### config.mk
export PLATFORM = sky130hd
export DESIGN_NAME = if_stage
export DESIGN_NICKNAME = d
export VERILOG_FILES = /design/src/rtl/if_stage.sv
export SDC_FILE = /design/constraint.sdc
export NUM_CORES = 1
export LEC_CHECK = 0
export BUFFER_PORTS_ARGS = -buffer_cell sky130_fd_sc_hd__buf_2
export CORE_UTILIZATION = 57
export CTS_CLUSTER_SIZE = 30
export DETAILED_ROUTE_END_ITERATION = 6
export PLACE_DENSITY = 0.85
export SETUP_SLACK_MARGIN = 0.4
export SYNTH_ARGS = -nofsm -noshare
export SYNTH_HDL_FRONTEND = slang
export SYNTH_SLANG_ARGS = --single-unit
### constraint.sdc
create_clock -name clk -period 7.2 [get_ports clk]
set_input_delay 0.72 -clock clk [delete_from_list [all_inputs] [get_ports clk]]
set_output_delay 0.72 -clock clk [all_outputs]
set_load 0.1 [all_outputs]
### src/rtl/if_stage.sv
// Instruction-fetch stage: owns the PC, issues one imem read at a time and fills IF/ID.
// Define IF_STATS_EN to add the fetch_cnt / discard_cnt statistics ports.
package if_stage_pkg;
    typedef struct packed {
        logic [31:0] pc;
        logic [31:0] pc_next;
        logic [31:0] inst;
        logic        valid;
    } if_id_reg_t;
endpackage

module if_stage
    import if_stage_pkg::*;
#(
    parameter logic [31:0] RESET_PC = 32'h1ECEB000
) (
    input  logic        clk,
    input  logic        rst,
    input  logic        stall,
    input  logic        flush,
    input  logic [31:0] redirect_pc,
    output logic [31:0] imem_addr,
    output logic [3:0]  imem_rmask,
    input  logic [31:0] imem_rdata,
    input  logic        imem_resp,
    output if_id_reg_t  if_id_reg
`ifdef IF_STATS_EN
    ,
    output logic [31:0] fetch_cnt,
    output logic [31:0] discard_cnt
`endif
);

    typedef enum logic [1:0] {StReq, StWait, StHold, StDiscard} state_e;

    state_e      state_q, state_d;
    logic [31:0] pc_q, pc_d;
    logic [31:0] buf_q, buf_d;
    if_id_reg_t  if_id_q, if_id_d;
    logic        load;
    logic [31:0] load_word;
    logic [31:0] pc_plus4;

    assign pc_plus4   = pc_q + 32'd4;
    assign imem_addr  = pc_q;
    // Gate with rst so no request is visible while the block is held in reset.
    assign imem_rmask = (rst && state_q == StReq) ? 4'hF : 4'h0;
    assign if_id_reg  = if_id_q;

    always_comb begin
        state_d   = state_q;
        pc_d      = pc_q;
        buf_d     = buf_q;
        if_id_d   = if_id_q;
        load      = 1'b0;
        load_word = imem_rdata;
        if (flush) begin
            pc_d          = redirect_pc;
            if_id_d.valid = 1'b0;
            unique case (state_q)
                StReq:             state_d = StDiscard;
                StWait, StDiscard: state_d = imem_resp ? StReq : StDiscard;
                StHold:            state_d = StReq;
                default:           state_d = StReq;
            endcase
        end else begin
            unique case (state_q)
                StReq: state_d = StWait;
                StWait: begin
                    if (imem_resp) begin
                        if (stall) begin
                            buf_d   = imem_rdata;
                            state_d = StHold;
                        end else begin
                            load = 1'b1;
                        end
                    end
                end
                StHold: begin
                    if (!stall) begin
                        load      = 1'b1;
                        load_word = buf_q;
                    end
                end
                StDiscard: if (imem_resp) state_d = StReq;
                default:   state_d = StReq;
            endcase
            if (load) begin
                if_id_d.pc      = pc_q;
                if_id_d.pc_next = pc_plus4;
                if_id_d.inst    = load_word;
                if_id_d.valid   = 1'b1;
                pc_d            = pc_plus4;
                state_d         = StReq;
            end else if (!stall) begin
                // Decode must not see the same word twice: insert a bubble.
                if_id_d.valid = 1'b0;
            end
        end
    end

    always_ff @(posedge clk or negedge rst) begin
        if (!rst) begin
            state_q <= StReq;
            pc_q    <= RESET_PC;
            buf_q   <= '0;
            if_id_q <= '0;
        end else begin
            state_q <= state_d;
            pc_q    <= pc_d;
            buf_q   <= buf_d;
            if_id_q <= if_id_d;
        end
    end

`ifdef IF_STATS_EN
    logic drop;
    assign drop = imem_resp && (state_q == StDiscard || (state_q == StWait && flush));

    always_ff @(posedge clk or negedge rst) begin
        if (!rst) begin
            fetch_cnt   <= '0;
            discard_cnt <= '0;
        end else begin
            if (load) fetch_cnt <= fetch_cnt + 32'd1;
            if (drop) discard_cnt <= discard_cnt + 32'd1;
        end
    end
`endif

endmodule

==> out/qor.yml, run 1 <==
run_status:
  status: "completed"
timing:
  final_max_slew_viol_count: 0
  relSlewSlack_pct: 21.6
  worst_pin_slew_ps: 1180
  rsz0062_at_grt: "false"
  clock-skew-final_ps: 5.38
  setup_viol: 0
  fmax_ghz: 0.341
  tns_ps: 0
  fin_crit_sh_pct: 40.7
  finalHoldViolations: 0
  fin_crit_ps: 2930
detailed_routing:
  wl_per_cell_um: 17.5
  final_antenna_net_count: 0
  route.vias.total: 6551
  via_per_inst: 5.88
  wirelength_um: 19500
  drc: 0
  drt-initial-drc-count: 504
  dr.pass1.iters: 5
grt:
  grt_pass1_vias: 6269
  antenna_found_initial: 1
  grt_first_pass_wirelength_um: 32000
  grt_overflow: 0
  grt_usage_pct: 29.3
  grt_max_degree: 128
synthesis:
  postSynthCellCount: 772
  synth_edf_count: 0
  yosysWarningCount: 0
  seq_area_frac_synth_pct: 53.1
  syn-mean-instance-area_um2: 9.87
  synth_cell_types: 44
  synthesis.nets: 848
  syn_area_um2: 7620
  yosysTopAreaCellShare_pct: 48.9
  synth_async_sr_flop_share_pct: 100
  synth-seq-cells: 161
  ys.flop_type: "dfrtp_1"
  ys_top_cells_by_area: "dfrtp_1 49%, nand2_1 8.1%, mux2_2 5.3%, o21ai_0 4.4%, mux2i_1 4.3%"
  synth_area_leader_cell: "dfrtp_1"
layout:
  largest_reg_flops: 95
  drive_gt1_share_pct: 31.1
  fillCellCount: 960
  final_net_count: 1005
  syn2layout_area_growth_pct: 20.7
floorplan:
  die_x_um: 118
  coreArea_um2: 12800
  rows: 41
  start_util_pct: 59.4
  die_area_um2: 13800
  io_pins: 202
  die_h_um: 118
worst_setup_path:
  crit_path_start_kind: "flip-flop"
  worst-r2r-setup-slack_ps: 4270
  cp.arrival_ps: 3260
  worst_path_largest_cell_delay_ps: 660
  regToRegEndpoint: "imem_addr[16]$_DFFE_PN0P_"
  r2r_cells: 6
  worst-path-max-fanout: 23
  crit_slowest_cell: "or4_1"
  end_kind: "flip-flop"
  cp.required_ps: 7530
  worst-path-buf-inv: 1
  crit_type: "flip-flop to flip-flop"
  cp_top_family: "simple AND/OR/NAND/NOR gates"
  r2r-start: "state_q[0]$_DFFE_PN0P_"
  crit_path_cell_trace: "inv_1 -> ha_1 -> nor2b_1 -> nand2_1 -> or4_1 -> a31oi_1"
clock_network:
  cts.sinks: 161
  cts_tree: "done"
  path_clk_slew_ps: 60
  cts_buffers: 17
  post_cts_resized: 0
  post_cts_buffers: 0
  postCtsHoldBufs: 0
  clk_path_buf_depth: 2
  root_buffer: "clkbuf_16"
  cts_htree_levels: 4
  worstSkewPairLatency_ps: 420
placed_design:
  hpwl_um: 13100
  io_buffers: 201
  place_congestion: 0.842
job:
  maxCapViolations: 0
min_path:
  hold_class: "input port to async pin"
==> worst reg2reg max path, cell delays in order (launching register included) <==
cell     delay (ps)
dfrtp_1         440
inv_1           120
ha_1            360
nor2b_1         470
nand2_1         600
or4_1           670
a31oi_1         200
==> cell usage after synthesis, types with 2 or more instances <==
cell type,instances
nand2_1,165
dfrtp_1,149
o21ai_0,67
clkbuf_1,48
nor2_1,40
mux2_2,36
a31oi_1,34
mux2i_1,33
or4_1,30
o31ai_1,26
xnor2_1,16
dfstp_2,12
nand3_1,11
nand4_1,11
or3_1,10
nor4_1,8
buf_2,7
buf_4,7
ha_1,7
inv_1,7
buf_1,5
and4_1,4
nor3_1,4
xor2_1,4
a21oi_1,3
nand2b_1,3
nor2b_1,3
a211o_1,2
and2_1,2
nand3_2,2
o21a_1,2
or2_2,2
==> layout by cell type (no fill, tap or decap), drive strengths merged, types with 7 or more instances in the layout <==
cell type	n
o21ai	67
nand3	13
ha	7
buf	206
or3	10
nand2	165
dfstp	12
nand4	12
mux2i	33
nor2	40
a31oi	34
mux2	36
xnor2	16
o31ai	26
nor4	8
dfrtp	149
clkbuf	21
or4	31
inv	8
==> cell families (layout without fill, tap and decap cells) <==
family                     after synthesis  in the layout  share of synthesized area, %
AOI/OAI and AO/OA                      140            140                          11.0
DFF                                    161            161                          53.1
other                                    0              1                             0
and+or+nand+nor                        299            299                          18.5
adders and majority gates                7              7                          1.15
muxes                                   69             69                          9.66
buffers and inverters                   76            245                          4.30
xor gates and xnor gates                20             20                          2.30
==> final cells by class <==
cell class	instances	area [um^2]	area share, %
diodes	1	2.50	0.0272
repair buffers	206	1050	11.4
inverters	8	30.0	0.327
well taps	172	215	2.34
multi-input cells	535	3270	35.5
flip-flops and latches	161	4040	44.0
clock buffers	21	450	4.90
clock inverters	10	136	1.48
==> stage by stage <==
| step | instance area (um^2) | std cells | utilization (%) | setup slack [ps] | hold slack, ps |
|---|---|---|---|---|---|
| after floorplan | 7620 | 772 | - | 4320 | 424 |
| after global placement | 8600 | 1082 | 67.1 | 4280 | 455 |
| after detailed placement | 8600 | 1082 | 67.1 | 4120 | 458 |
| after CTS | 9190 | 1113 | 71.7 | 4290 | 228 |
| after global routing | 9190 | 1113 | 71.7 | 4030 | 244 |
| final | 9190 | 1114 | 71.7 | 4270 | 214 |
==> layer usage <==
layer  vias up  track usage [%]  wire length [um]
met4         0             11.5               463
li1       3026                -                 -
met3        36             5.04              1330
met2       304             46.8              9380
met1      3185             39.9              8320
met5         -                0                 0
==> worst max-delay path by stage <==
stage | from | end | slack [ps] | cells past startpoint
after floorplan | imem_addr[2]$_DFFE_PN0P_ | imem_addr[26]$_DFFE_PN1P_ | 4320 | 6
after global placement | flush | if_id_reg[6]$_DFFE_PN0P_ | 4280 | 5
after detailed placement | flush | if_id_reg[48]$_DFFE_PN0P_ | 4120 | 5
after CTS | state_q[0]$_DFFE_PN0P_ | imem_addr[16]$_DFFE_PN0P_ | 4290 | 6
after global routing | state_q[0]$_DFFE_PN0P_ | imem_addr[26]$_DFFE_PN1P_ | 4030 | 6
final | state_q[0]$_DFFE_PN0P_ | imem_addr[16]$_DFFE_PN0P_ | 4270 | 6
Power of run 1 is left out: the tool's default activity adds up to more than one toggle a clock period on the data nets, which glitch-free logic cannot reach.
==> inputs of run 2 (changes only) <==
- CORE_UTILIZATION: 57 -> 53
- PLACE_DENSITY: 0.85 -> 0.8
- clock period: 7.2 -> 2.98 ns (I/O delays scaled with it)
==> run 2 against run 1 <==
  * The flow now finishes with violations (negative hold slack)
  * Wire length down 0.81%
  * Flip-flop and latch count unchanged
  * Critical path depth decreased by 1
  * Non-clock buffer count up 7
  * Final area rose by 1.9%
  * Count of clock-buffer cells in the layout rose by 5
  * Sequential share of layout area down 0.64 points
  * Worst setup slack worse by 3700 ps
  * Clock skew rose by 2.4 ps
  * Die area up 7.4%
  * Highest routed layer unchanged
==> out/qor.yml, run 2 (synthesized netlist as in run 1, its figures left out) <==
run_status:
  status: "finished with violations"
  violations: "negative hold slack"
timing:
  relSlewSlack_pct: 38.5
  fin_crit_ps: 2440
  rsz0062_at_grt: "true"
  tns_ps: 0
  whs_ps: -12.7
  fin_crit_sh_pct: 82.0
  worst_pin_slew_ps: 922
  final_max_slew_viol_count: 0
  clock-skew-final_ps: 7.79
  finalHoldViolations: 4
  fmax_ghz: 0.409
  setup_viol: 0
layout:
  layout.cells.most_common_list: "200 x buf_2, 164 x nand2_1, 139 x dfrtp_1"
  syn2layout_area_growth_pct: 23.0
  final_net_count: 1012
  drive_gt1_share_pct: 33.0
  antenna-diode-count: 0
  largest_reg_flops: 95
  final_common_cell: "buf_2"
detailed_routing:
  route.vias.total: 6410
  wl_per_cell_um: 17.1
  wirelength_um: 19300
  drc: 0
  drt-initial-drc-count: 492
  dr.pass1.iters: 5
  final_antenna_net_count: 0
  via_per_inst: 5.68
floorplan:
  rows: 43
  die_area_um2: 14900
  die_x_um: 122
  io_pins: 202
  start_util_pct: 54.7
  die_h_um: 122
  coreArea_um2: 13900
clock_network:
  path_clk_slew_ps: 60
  worstSkewPairLatency_ps: 420
  root_buffer: "clkbuf_16"
  cts_tree: "done"
  clk_path_buf_depth: 2
  cts.sinks: 161
  cts_buffers: 17
  cts_htree_levels: 4
worst_setup_path:
  cp.arrival_ps: 2780
  crit_path_start_kind: "flip-flop"
  cp.required_ps: 3320
  worst-path-max-fanout: 24
  end_kind: "flip-flop"
  crit_slowest_cell: "or4_4"
  worst_path_largest_cell_delay_ps: 720
  crit_type: "flip-flop to flip-flop"
  crit_path_cell_trace: "ha_1 -> nand2_1 -> or4_4 -> or4_1 -> a31oi_1"
  r2r_cells: 5
placed_design:
  io_buffers: 201
  place_congestion: 0.892
  hpwl_um: 12800
grt:
  busiest_layer: "met2"
  grt_overflow: 0
  grt_first_pass_wirelength_um: 30900
  grt_pass1_vias: 6016
  grt_usage_pct: 27.0
  grt_use_met1_pct: 37.1
  antenna_found_initial: 0
  grt_max_degree: 162
  globalRouteMet3Util_pct: 5.95
  use_met2_pct: 41.7
min_path:
  hold_class: "input port to async pin"
job:
  maxCapViolations: 0
-- run 2: repair_timing --
action	4_1_cts	5_1_grt
pin swaps	0	1
endpoints found under the setup margin	8	19
hold buffers	0	0
buffers inserted	0	2
resized for setup	1	4
-- run 2: worst paths after layout --
check	startpoint	slack (ps)	end
max	imem_addr[2]$_DFFE_PN0P_	540	imem_addr[22]$_DFFE_PN1P_
min	rst	-10	if_id_reg[55]$_DFFE_PN0P_
max reg2reg	imem_addr[2]$_DFFE_PN0P_	540	imem_addr[22]$_DFFE_PN1P_
min reg2reg	if_id_reg[90]$_DFFE_PN0P_	470	if_id_reg[90]$_DFFE_PN0P_
max in group asynchronous	rst	2200	imem_addr[11]$_DFFE_PN0P_
min in group clk	redirect_pc[9]	90	imem_addr[9]$_DFFE_PN0P_
-- run 2: final cells by class --
class / count / area (um^2)
repair buffers: 213 / 1140
clock buffers: 26 / 499
fillers: 1115 / 4570
well taps: 180 / 225
inverters: 8 / 30.0
clock inverters: 6 / 130
flip-flops and latches: 161 / 4060
multi-input cells: 535 / 3280
-- run 2: metrics by stage --
step	worst slack, ps	utilization (%)	area (um^2)	hold WS, ps	std cells
after global placement	448	62.5	8710	453	1095
final	537	67.2	9370	-12.7	1129
after CTS	370	67.0	9340	75.5	1127
after floorplan	402	-	7630	2.41	772
after detailed placement	297	62.5	8710	458	1095
after global routing	413	67.2	9370	103	1129
-- run 2: layer usage --
layer,routed length [um],share of wire (%),vias up
met4,426,2.2,0
met5,0,0,-
li1,-,-,3035
met1,8450,44,3100
met3,1310,6.8,29
met2,9150,47,246
-- run 2: worst max-delay path, delay by kind of cell, from the launching register on --
family | cells | cell delay, ps
simple gates | 3 | 1480
flops | 1 | 420
fa+ha+maj | 1 | 260
compound gates | 1 | 190
Power of run 2 is left out for the same reason.
